File: config.mk
export PLATFORM = sky130hd
export DESIGN_NAME = beat_sequencer_flat
export DESIGN_NICKNAME = d
export VERILOG_FILES = /design/src/rtl/beat_sequencer_if.sv /design/src/rtl/beat_sequencer.sv /design/src/flat_wrapper.sv
export SDC_FILE = /design/constraint.sdc
export NUM_CORES = 1
export LEC_CHECK = 0
export ABC_CLOCK_PERIOD_IN_PS = 1500
export BUFFER_PORTS_ARGS = -buffer_cell sky130_fd_sc_hd__buf_4
export CAP_MARGIN = 20
export CORE_MARGIN = 5
export CORE_UTILIZATION = 45
export DETAILED_ROUTE_END_ITERATION = 8
export PLACE_DENSITY_LB_ADDON = 0.3
export SLEW_MARGIN = 25
export SYNTH_ARGS = -nofsm -noshare
export SYNTH_HDL_FRONTEND = slang
export SYNTH_SLANG_ARGS = --single-unit
File: constraint.sdc
create_clock -name T3 -period 1.5 [get_ports T3]
set_input_delay 0.3 -clock T3 [delete_from_list [all_inputs] [get_ports T3]]
set_output_delay 0.3 -clock T3 [all_outputs]
set_load 0.005 [all_outputs]
File: src/rtl/beat_sequencer_if.sv
// Controller <-> beat sequencer signal bundle. Everything is level-based:
// controller inputs are sampled on every falling T3 and status outputs change only there.
interface beat_sequencer_if #(
  parameter int CNT_W = 16
);
  // No valid/ready pair: each beat line is a registered level that stays valid for one
  // full T3 period, and SHORT/LONG/STOP/STEP must be stable before the falling T3 that
  // ends the beat they refer to.
  logic             QD;
  logic             STEP;
  logic             STOP;
  logic             SHORT;
  logic             LONG;
  logic             W1;
  logic             W2;
  logic             W3;
  logic             RUN;
  logic [CNT_W-1:0] CYC_CNT;
  logic             SEQ_ERR;

  modport master (
    output QD, STEP, STOP, SHORT, LONG,
    input  W1, W2, W3, RUN, CYC_CNT, SEQ_ERR
  );

  modport slave (
    input  QD, STEP, STOP, SHORT, LONG,
    output W1, W2, W3, RUN, CYC_CNT, SEQ_ERR
  );
endinterface

File: src/rtl/beat_sequencer.sv
// W1/W2/W3 beat generator and run/stop sequencer; all state advances on falling T3.
// QD starts a run, SHORT/LONG shape each instruction cycle, STOP/STEP end the run.
module beat_sequencer #(
  parameter int CNT_W       = 16,
  parameter int SYNC_STAGES = 2
) (
  input  logic              T3,
  input  logic              clr,
  beat_sequencer_if.slave   bus,
  output logic [1:0]        state_dbg_o
);

  typedef enum logic [1:0] {
    IDLE = 2'd0,
    B1   = 2'd1,
    B2   = 2'd2,
    B3   = 2'd3
  } state_e;

  state_e                 state_q, state_d;
  logic [SYNC_STAGES-1:0] sync_q;
  logic                   edge_q;
  logic                   qd_pulse;
  logic                   stop_pend_q, stop_pend_d;
  logic [CNT_W-1:0]       cnt_q, cnt_d;
  logic                   err_q, err_d;
  logic [2:0]             w_q, w_d;
  logic                   run_q, run_d;
  logic                   cyc_end;

  // edge_q remembers the last synchronised level, so a held button gives one pulse
  assign qd_pulse = sync_q[SYNC_STAGES-1] & ~edge_q;

  always_ff @(negedge T3 or negedge clr) begin
    if (!clr) begin
      sync_q <= '0;
      edge_q <= 1'b0;
    end else begin
      sync_q <= {sync_q[SYNC_STAGES-2:0], bus.QD};
      edge_q <= sync_q[SYNC_STAGES-1];
    end
  end

  always_comb begin
    state_d     = state_q;
    stop_pend_d = stop_pend_q;
    cnt_d       = cnt_q;
    err_d       = err_q;
    cyc_end     = 1'b0;

    case (state_q)
      IDLE: if (qd_pulse) state_d = B1;
      B1: begin
        if (bus.SHORT) begin
          cyc_end = 1'b1;
          if (bus.LONG) err_d = 1'b1;
        end else begin
          state_d = B2;
        end
      end
      B2: begin
        if (bus.LONG) state_d = B3;
        else          cyc_end = 1'b1;
      end
      B3:      cyc_end = 1'b1;
      default: state_d = IDLE;
    endcase

    // a stop request only arms; the running cycle always completes
    if ((state_q != IDLE) && bus.STOP) stop_pend_d = 1'b1;

    if (cyc_end) begin
      cnt_d = cnt_q + 1'b1;
      if (bus.STOP || stop_pend_q || bus.STEP) begin
        state_d     = IDLE;
        stop_pend_d = 1'b0;
      end else begin
        state_d = B1;
      end
    end

    w_d   = {state_d == B3, state_d == B2, state_d == B1};
    run_d = (state_d != IDLE);
  end

  always_ff @(negedge T3 or negedge clr) begin
    if (!clr) begin
      state_q     <= IDLE;
      stop_pend_q <= 1'b0;
      cnt_q       <= '0;
      err_q       <= 1'b0;
      w_q         <= 3'b000;
      run_q       <= 1'b0;
    end else begin
      state_q     <= state_d;
      stop_pend_q <= stop_pend_d;
      cnt_q       <= cnt_d;
      err_q       <= err_d;
      w_q         <= w_d;
      run_q       <= run_d;
    end
  end

  assign bus.W1      = w_q[0];
  assign bus.W2      = w_q[1];
  assign bus.W3      = w_q[2];
  assign bus.RUN     = run_q;
  assign bus.CYC_CNT = cnt_q;
  assign bus.SEQ_ERR = err_q;
  assign state_dbg_o = state_q;

endmodule

File: src/flat_wrapper.sv
// flat-port wrapper written by rule: the top's interface ports become plain ports
module beat_sequencer_flat 
#(
  parameter int CNT_W       = 16,
  parameter int SYNC_STAGES = 2
)
  (T3, clr, state_dbg_o, bus_QD, bus_STEP, bus_STOP, bus_SHORT, bus_LONG, bus_W1, bus_W2, bus_W3, bus_RUN, bus_CYC_CNT, bus_SEQ_ERR);
  beat_sequencer_if #(.CNT_W(CNT_W)) bus_i ();
  input  logic T3;
  input  logic clr;
  output logic [1:0] state_dbg_o;
  input wire logic [$bits(bus_i.QD)-1:0] bus_QD;
  input wire logic [$bits(bus_i.STEP)-1:0] bus_STEP;
  input wire logic [$bits(bus_i.STOP)-1:0] bus_STOP;
  input wire logic [$bits(bus_i.SHORT)-1:0] bus_SHORT;
  input wire logic [$bits(bus_i.LONG)-1:0] bus_LONG;
  output wire logic [$bits(bus_i.W1)-1:0] bus_W1;
  output wire logic [$bits(bus_i.W2)-1:0] bus_W2;
  output wire logic [$bits(bus_i.W3)-1:0] bus_W3;
  output wire logic [$bits(bus_i.RUN)-1:0] bus_RUN;
  output wire logic [$bits(bus_i.CYC_CNT)-1:0] bus_CYC_CNT;
  output wire logic [$bits(bus_i.SEQ_ERR)-1:0] bus_SEQ_ERR;
  assign bus_i.QD = bus_QD;
  assign bus_i.STEP = bus_STEP;
  assign bus_i.STOP = bus_STOP;
  assign bus_i.SHORT = bus_SHORT;
  assign bus_i.LONG = bus_LONG;
  assign bus_W1 = bus_i.W1;
  assign bus_W2 = bus_i.W2;
  assign bus_W3 = bus_i.W3;
  assign bus_RUN = bus_i.RUN;
  assign bus_CYC_CNT = bus_i.CYC_CNT;
  assign bus_SEQ_ERR = bus_i.SEQ_ERR;
  beat_sequencer #(.CNT_W(CNT_W), .SYNC_STAGES(SYNC_STAGES)) u_core (.T3(T3), .clr(clr), .bus(bus_i), .state_dbg_o(state_dbg_o));
endmodule
* After elaboration in Yosys (flattened, before gate mapping)
Index checks and enable logic that the tools add are counted.
Storage, ports and cells: register bits after elaboration 27, input bits 7, output and inout bits 23, word-level logic and storage cells 36
Cells by class: add/sub/neg operators 1, equality and inequality tests 6, multiplexer cells 12, bitwise gates (word level) 2, reductions and logical operators 7
Operators by type and width (number):
- $add 16x1->16 const B | 1
- $eq 2x2->1 const B | 4
- $mux 2 | 4
- $mux 1 | 6
- $pmux 2 s3 | 1
- $eq 2x1->1 const B | 2
- $reduce_bool 2->1 | 2
- $pmux 1 s3 | 1
- $reduce_and 3->1 | 1
- $logic_not 2->1 | 1
- $logic_or 1x1->1 | 2
- $and 1x1->1 | 1
- $logic_and 1x1->1 | 1
- $not 1->1 | 1

* Depth between registers and ports, before layout
Gate-level depths: netlist (run 1).
depth after elaboration 6, gate-level depth with buffers 5, gate-level depth less buffers 5

==> results of run 1 <==
==> flip-flops by register name, summed over array words and instances, names as in the netlist <==
| signal | count |
|---|---|
| u_core.bus.CYC_CNT | 16 |
| u_core.bus.RUN | 1 |
| u_core.bus.SEQ_ERR | 1 |
| u_core.edge_q | 1 |
| u_core.state_dbg_o | 2 |
| u_core.stop_pend_q | 1 |
| u_core.sync_q | 2 |
| u_core.w_q | 3 |
==> logic make-up (layout without fill, tap and decap cells) <==
kind of cell / Yosys count / after routing / share of synthesized area, %
flip-flops: 27 / 27 / 60.9
AND/OR/NAND/NOR: 37 / 37 / 19.3
adder cells (fa/ha/maj): 1 / 1 / 1.13
XOR/XNOR: 15 / 15 / 11.9
multiplexers: 1 / 1 / 1.02
buffers and inverters: 5 / 83 / 1.81
AO/OA/AOI/OAI: 6 / 6 / 3.95
==> layer usage <==
layer	vias to the layer above	wire, um	GRT usage [%]	share of wire (%)
met5	-	0	0	0
li1	466	-	-	-
met2	25	1570	31.7	54
met3	7	129	3.49	4.4
met1	479	1130	21.5	39
met4	0	63	6.65	2.2
==> power by group <==
group	switching, W	internal [W]
logic	0.000652	0.000861
registers	0.0000843	0.000914
clock network	0.000224	0.000105
total	0.000961	0.00188
==> worst max path at each step <==
stage          slack, ns                                  to  cells past startpoint                         startpoint
3_5_place_dp       -0.73  u_core.bus.CYC_CNT[13]$_DFFE_NN0N_                      5                           bus_LONG
5_1_grt            -0.49                         bus_SEQ_ERR                      1     u_core.bus.SEQ_ERR$_DFFE_NN0P_
4_1_cts            -0.44                      bus_CYC_CNT[2]                      1  u_core.bus.CYC_CNT[2]$_DFFE_NN0N_
2_1_floorplan      -0.54  u_core.bus.CYC_CNT[13]$_DFFE_NN0N_                      5                           bus_LONG
6_report           -0.45                      bus_CYC_CNT[2]                      1  u_core.bus.CYC_CNT[2]$_DFFE_NN0N_
3_3_place_gp       -0.70  u_core.bus.CYC_CNT[13]$_DFFE_NN0N_                      5                           bus_LONG
==> area by class of cell <==
cell class	count	area (sq um)	share of cell area [%]
Clock buffer	4	26.3	1.36
Inverter	4	15.0	0.779
Timing Repair Buffer	75	604	31.4
Tap cell	30	37.5	1.95
Sequential cell	27	676	35.1
Multi-Input combinational cell	60	568	29.5
==> repair_timing <==
item                       CTS  global route
hold buffers                 0             0
pin swaps                   10             5
setup endpoints to repair   42            44
setup buffers                9             7
resized for setup           30            10
hold endpoints to repair     0             0
==> stage by stage <==
step	TNS (ns)	total power [W]	setup slack [ns]	utilization (%)	hold slack, ns
after floorplan	-7.60	0.00144	-0.537	-	0.292
after global placement	-13.35	0.00208	-0.701	66.9	0.294
after detailed placement	-13.91	0.00211	-0.732	66.9	0.296
after global routing	-14.61	0.00302	-0.485	80.0	0.315
after CTS	-12.78	0.00274	-0.436	76.2	0.299
final	-13.17	0.00284	-0.449	80.0	0.296
==> layout by cell type, fill, tap and decap left out, drive strengths merged, types with 2 or more instances in the layout <==
cell	instances
nand2b	2
xnor2	7
or3	2
nand2	4
inv	4
nand3	7
nor3	6
dfrtn	27
nor2	6
buf	75
nand4	3
a21oi	2
xor2	8
clkbuf	4
==> results by group, run 1 <==
Critical path
  – FF-to-FF setup slack: -0.25 ns
  – Critical Path End Type: output port
  – Crit-path slowest cell: dfrtn_1
  – Worst reg2reg path depth: 8
  – CP max FO: 2
  – CP Data Arrival Time: 1.65 ns
  – Buffers & Inverters on Critical Path: 1
  – Crit-path cells: buf_4
  – Worst path required time: 1.20 ns
  – Kind of critical path: register to output port
  – Largest delay contributor family on the critical path: flip-flops
  – Reg2reg end: u_core.bus.CYC_CNT[14]$_DFFE_NN0N_
  – CP Launch Type: register
  – Largest stage delay, worst path: 0.46 ns
  – Reg2Reg Launch Point: u_core.bus.CYC_CNT[1]$_DFFE_NN0N_

Min path
  – Hold Path Sink: u_core.sync_q[1]$_DFF_NN0_
  – Hold path depth: 0
  – Min-delay worst type: register to register
  – Worst Min Path Start: u_core.sync_q[0]$_DFF_NN0_

Timing
  – Rel. slew slack: 76.8%
  – Final Setup Violations: 42
  – RSZ-0062 raised after global routing: true
  – Setup WS post-layout: -0.449 ns
  – Skew final: 0.00663 ns
  – Slew @ Worst Pin: 0.346 ns
  – Final max-slew violation count: 0
  – Hold Violations, Final: 0

Synth
  – Top-count cell post-synth: dfrtn_1
  – Yosys warns: 0
  – Ranking of synthesized cells by area: dfrtn_1 61%, xor2_1 6.3%, xnor2_1 5.5%, nor3_2 3.6%, nand3_1 3.2%
  – #FFs+latches synth: 27
  – Top post-synthesis cells by count: 27 x dfrtn_1, 8 x xor2_1, 7 x nand3_1, 7 x xnor2_1, 6 x nor2_1
  – Mapped Cells: 92
  – Cell area after synthesis: 1110 sq um
  – Post-synth top flop: dfrtn_1
  – Cell taking the most area after synthesis: dfrtn_1
  – Synth top area share: 60.9%
  – Fraction of registers with async set/reset: 100%
  – Sequential share of the synthesized area: 60.9%
  – EDFF count, synth: 0
  – Post-synth net total: 100
  – Distinct cell type count after synthesis: 28
  – Syn_area_per_cell: 12.0 sq um

Floorplanning
  – Core area: 2410 sq um
  – # IOs: 30
  – Row count: 18
  – Initial core utilization: 46.0%
  – Die Wd: 59.6 um
  – Die ar.: 3560 sq um
  – Chip Height: 59.6 um

Layout
  – # nets final: 179
  – Synth-to-Final Area Change: 73.8%
  – Fin area: 1930 sq um
  – Ant diodes: 0
  – Layout Cells excl Fill: 200
  – Share of layout cells above drive strength 1: 61.2%
  – Number of fill cells in the layout: 138

CTS
  – CTS max path bufs: 2
  – H-tree levels: 1
  – Clock Sinks: 27
  – CTS tree: built
  – CTS clk-pin slew, worst paths: 0.10 ns
  – CTS buffer count: 3
  – Clock latency on the worst-skew pair: 0.32 ns
  – Clock root buffer: clkbuf_4

Pwr
  – PD cells: 1470 nW/um^2
  – Leakage power: 1.00 nW
  – Worst vdd ir: 1.16 mV

Detailed routing
  – Routed wire length: 2900 um
  – Drt via density: 4.89
  – 1st-iter DRT viols: 23
  – Residual DRC count: 0
  – Antenna Nets Post-Route: 0
  – Avg WL per Cell: 14.5 um
  – TritonRoute pass-1 iters: 3
  – Via count: 977

Global route
  – Number of global-route vias before repair: 1,000
  – Initial antenna violation count: 0
  – Tot GR Track Use: 17.9%
  – Largest net degree at the start of global routing: 28
  – Global-route wire length before repair: 4730 um
  – Total global routing overflow: 0

Place
  – DP Wirelength: 1790 um
  – Area post-placement: 1610 sq um
  – Placed insts: 181
  – Port Buffers: 29
  – RePlAce Congestion: 0.779

Job
  – Max Cap Violations: 0

Status
  – Run status: finished with violations
  – Violated checks: negative setup slack
Note: power is estimated with default switching activity, not from simulation.
==> run 2: changes to the inputs <==
--- a/config.mk
+++ b/config.mk
@@ -10,8 +10,11 @@
 export CAP_MARGIN = 20
 export CORE_MARGIN = 5
 export CORE_UTILIZATION = 45
+export CTS_BUF_LIST = sky130_fd_sc_hd__clkbuf_16
 export DETAILED_ROUTE_END_ITERATION = 8
 export PLACE_DENSITY_LB_ADDON = 0.3
+export RECOVER_POWER = 25
+export SKIP_LAST_GASP = 1
 export SLEW_MARGIN = 25
 export SYNTH_ARGS = -nofsm -noshare
 export SYNTH_HDL_FRONTEND = slang
==> run 2 against run 1 <==
The flow still finishes with violations (negative setup slack); non-clock buffer count increased by 3; flip-flop and latch count unchanged; critical path depth unchanged; via count up 2.7%; sequential share of layout area decreased by 1.7 points; combinational power rose by 14%; first-iteration DRC count rose by 13%; clock skew decreased by 0.0019 ns; critical path type unchanged; wire length rose by 12%; final cell count grew 1.5%.
==> results by group, run 2 (synthesis gave the netlist of run 1 again) <==
Pwr
  – PD cells: 1640 nW/um^2
  – Power Internal: 0.00223 W
  – Leakage power: 1.05 nW
  – Flop pwr share: 30.3%
  – Worst vdd ir: 1.77 mV
  – Comb pwr share: 51.9%
  – Sw Ratio: 32.8%
  – Psw: 0.00109 W
  – Clk pwr share: 17.8%

Detailed routing
  – Via count: 1,003
  – Antenna Nets Post-Route: 0
  – TritonRoute pass-1 iters: 3
  – Residual DRC count: 0
  – Routed wire length: 3250 um
  – Drt via density: 4.94
  – 1st-iter DRT viols: 26
  – Avg WL per Cell: 16.0 um

Timing
  – Hold Violations, Final: 0
  – RSZ-0062 raised after global routing: true
  – Setup WS post-layout: -0.396 ns
  – Final max-slew violation count: 0
  – Hold slack: 0.296 ns
  – Rel. slew slack: 56.2%
  – Post-Route Setup TNS: -12.89 ns
  – Final Setup Violations: 45
  – Skew final: 0.00470 ns
  – Slew @ Worst Pin: 0.658 ns

Min path
  – Hold Path Sink: u_core.sync_q[1]$_DFF_NN0_
  – Min-delay worst type: register to register
  – Hold path depth: 0
  – Worst Min Path Start: u_core.sync_q[0]$_DFF_NN0_

Place
  – DP Wirelength: 1790 um
  – Area post-placement: 1610 sq um
  – Placed insts: 181
  – RePlAce Congestion: 0.779
  – Port Buffers: 29

Floorplanning
  – Die Wd: 59.6 um
  – Chip Height: 59.6 um
  – Initial core utilization: 46.0%
  – # IOs: 30
  – Row count: 18
  – Die ar.: 3560 sq um
  – Core area: 2410 sq um

CTS
  – CTS max path bufs: 2
  – CTS buffer count: 3
  – CTS tree: built
  – H-tree levels: 1
  – Clock root buffer: clkbuf_16
  – CTS clk-pin slew, worst paths: 0.05 ns
  – Clock Sinks: 27
  – Clock latency on the worst-skew pair: 0.28 ns

Critical path
  – Crit-path slowest cell: dfrtn_1
  – CP Launch Type: register
  – CP Data Arrival Time: 1.60 ns
  – Crit-path cells: buf_4
  – Largest delay contributor family on the critical path: flip-flops
  – Reg2reg end: u_core.bus.CYC_CNT[14]$_DFFE_NN0N_
  – Critical Path End Type: output port
  – Kind of critical path: register to output port
  – FF-to-FF setup slack: -0.25 ns
  – Buffers & Inverters on Critical Path: 1
  – Reg2Reg Launch Point: u_core.bus.CYC_CNT[1]$_DFFE_NN0N_
  – Worst path required time: 1.20 ns
  – Largest stage delay, worst path: 0.44 ns
  – CP max FO: 2
  – Worst reg2reg path depth: 8

Layout
  – Commonest non-fill, non-tap cell in the layout: buf_4
  – Ant diodes: 0
  – Max FFs per register: 16
  – Commonest cells after routing, fill and taps aside: 66 x buf_4, 27 x dfrtn_1, 10 x buf_6
  – Synth-to-Final Area Change: 82.7%
  – Share of layout cells above drive strength 1: 63.6%
  – # nets final: 182
  – Fin area: 2030 sq um
  – Number of fill cells in the layout: 124
  – Layout Cells excl Fill: 203

Global route
  – Initial antenna violation count: 0
  – Number of global-route vias before repair: 1,033
  – Global-route wire length before repair: 4950 um
  – Tot GR Track Use: 18.9%
  – Largest net degree at the start of global routing: 28
  – Total global routing overflow: 0

Status
  – Violated checks: negative setup slack
  – Run status: finished with violations

Job
  – Max Cap Violations: 0
==> run 2: worst max path at each step <==
stage / start / end / cells after the start
final: u_core.bus.CYC_CNT[2]$_DFFE_NN0N_ / bus_CYC_CNT[2] / 1
after global routing: u_core.bus.SEQ_ERR$_DFFE_NN0P_ / bus_SEQ_ERR / 1
after CTS: u_core.bus.CYC_CNT[2]$_DFFE_NN0N_ / bus_CYC_CNT[2] / 1
after detailed placement: bus_LONG / u_core.bus.CYC_CNT[13]$_DFFE_NN0N_ / 5
after global placement: bus_LONG / u_core.bus.CYC_CNT[13]$_DFFE_NN0N_ / 5
after floorplan: bus_LONG / u_core.bus.CYC_CNT[13]$_DFFE_NN0N_ / 5
==> run 2: layout make-up <==
| class | instances | area [sq um] | share of cell area, % |
|---|---|---|---|
| Clock buffer | 3 | 75.1 | 3.71 |
| Clock inverter | 1 | 3.75 | 0.185 |
| Inverter | 4 | 15.0 | 0.741 |
| Multi-Input combinational cell | 60 | 591 | 29.2 |
| Sequential cell | 27 | 676 | 33.4 |
| Tap cell | 30 | 37.5 | 1.85 |
| Timing Repair Buffer | 78 | 628 | 31.0 |
==> run 2: power groups by stage <==
stage                     Clock, W  Combinational, W  Sequential (W)
after floorplan                  0          0.000336         0.00111
after global placement           0           0.00107         0.00100
after detailed placement         0           0.00110         0.00101
after CTS                 0.000594           0.00143        0.000996
after global routing      0.000631           0.00184         0.00103
final                     0.000590           0.00172         0.00101
==> run 2: repair_timing <==
item	in CTS	in global routing
pin swaps	11	7
setup buffers	12	8
resized for setup	30	16
endpoints found under the setup margin	43	45
hold buffers	0	0
==> run 2: layer usage <==
layer / routed length [um] / GRT usage (%) / up-vias
met4: 87 / 5.38 / 0
met3: 140 / 3.92 / 10
li1: - / - / 475
met5: 0 / 0 / -
met1: 1310 / 23.8 / 492
met2: 1710 / 32.8 / 26
==> run 2: through the flow <==
| step | util [%] | power (W) | setup slack [ns] |
|---|---|---|---|
| finish | 84.1 | 0.00332 | -0.396 |
| global route | 84.1 | 0.00349 | -0.430 |
| CTS | 79.2 | 0.00302 | -0.382 |
| detailed placement | 66.9 | 0.00211 | -0.732 |
| global placement | 66.9 | 0.00208 | -0.701 |
| floorplan | - | 0.00144 | -0.537 |
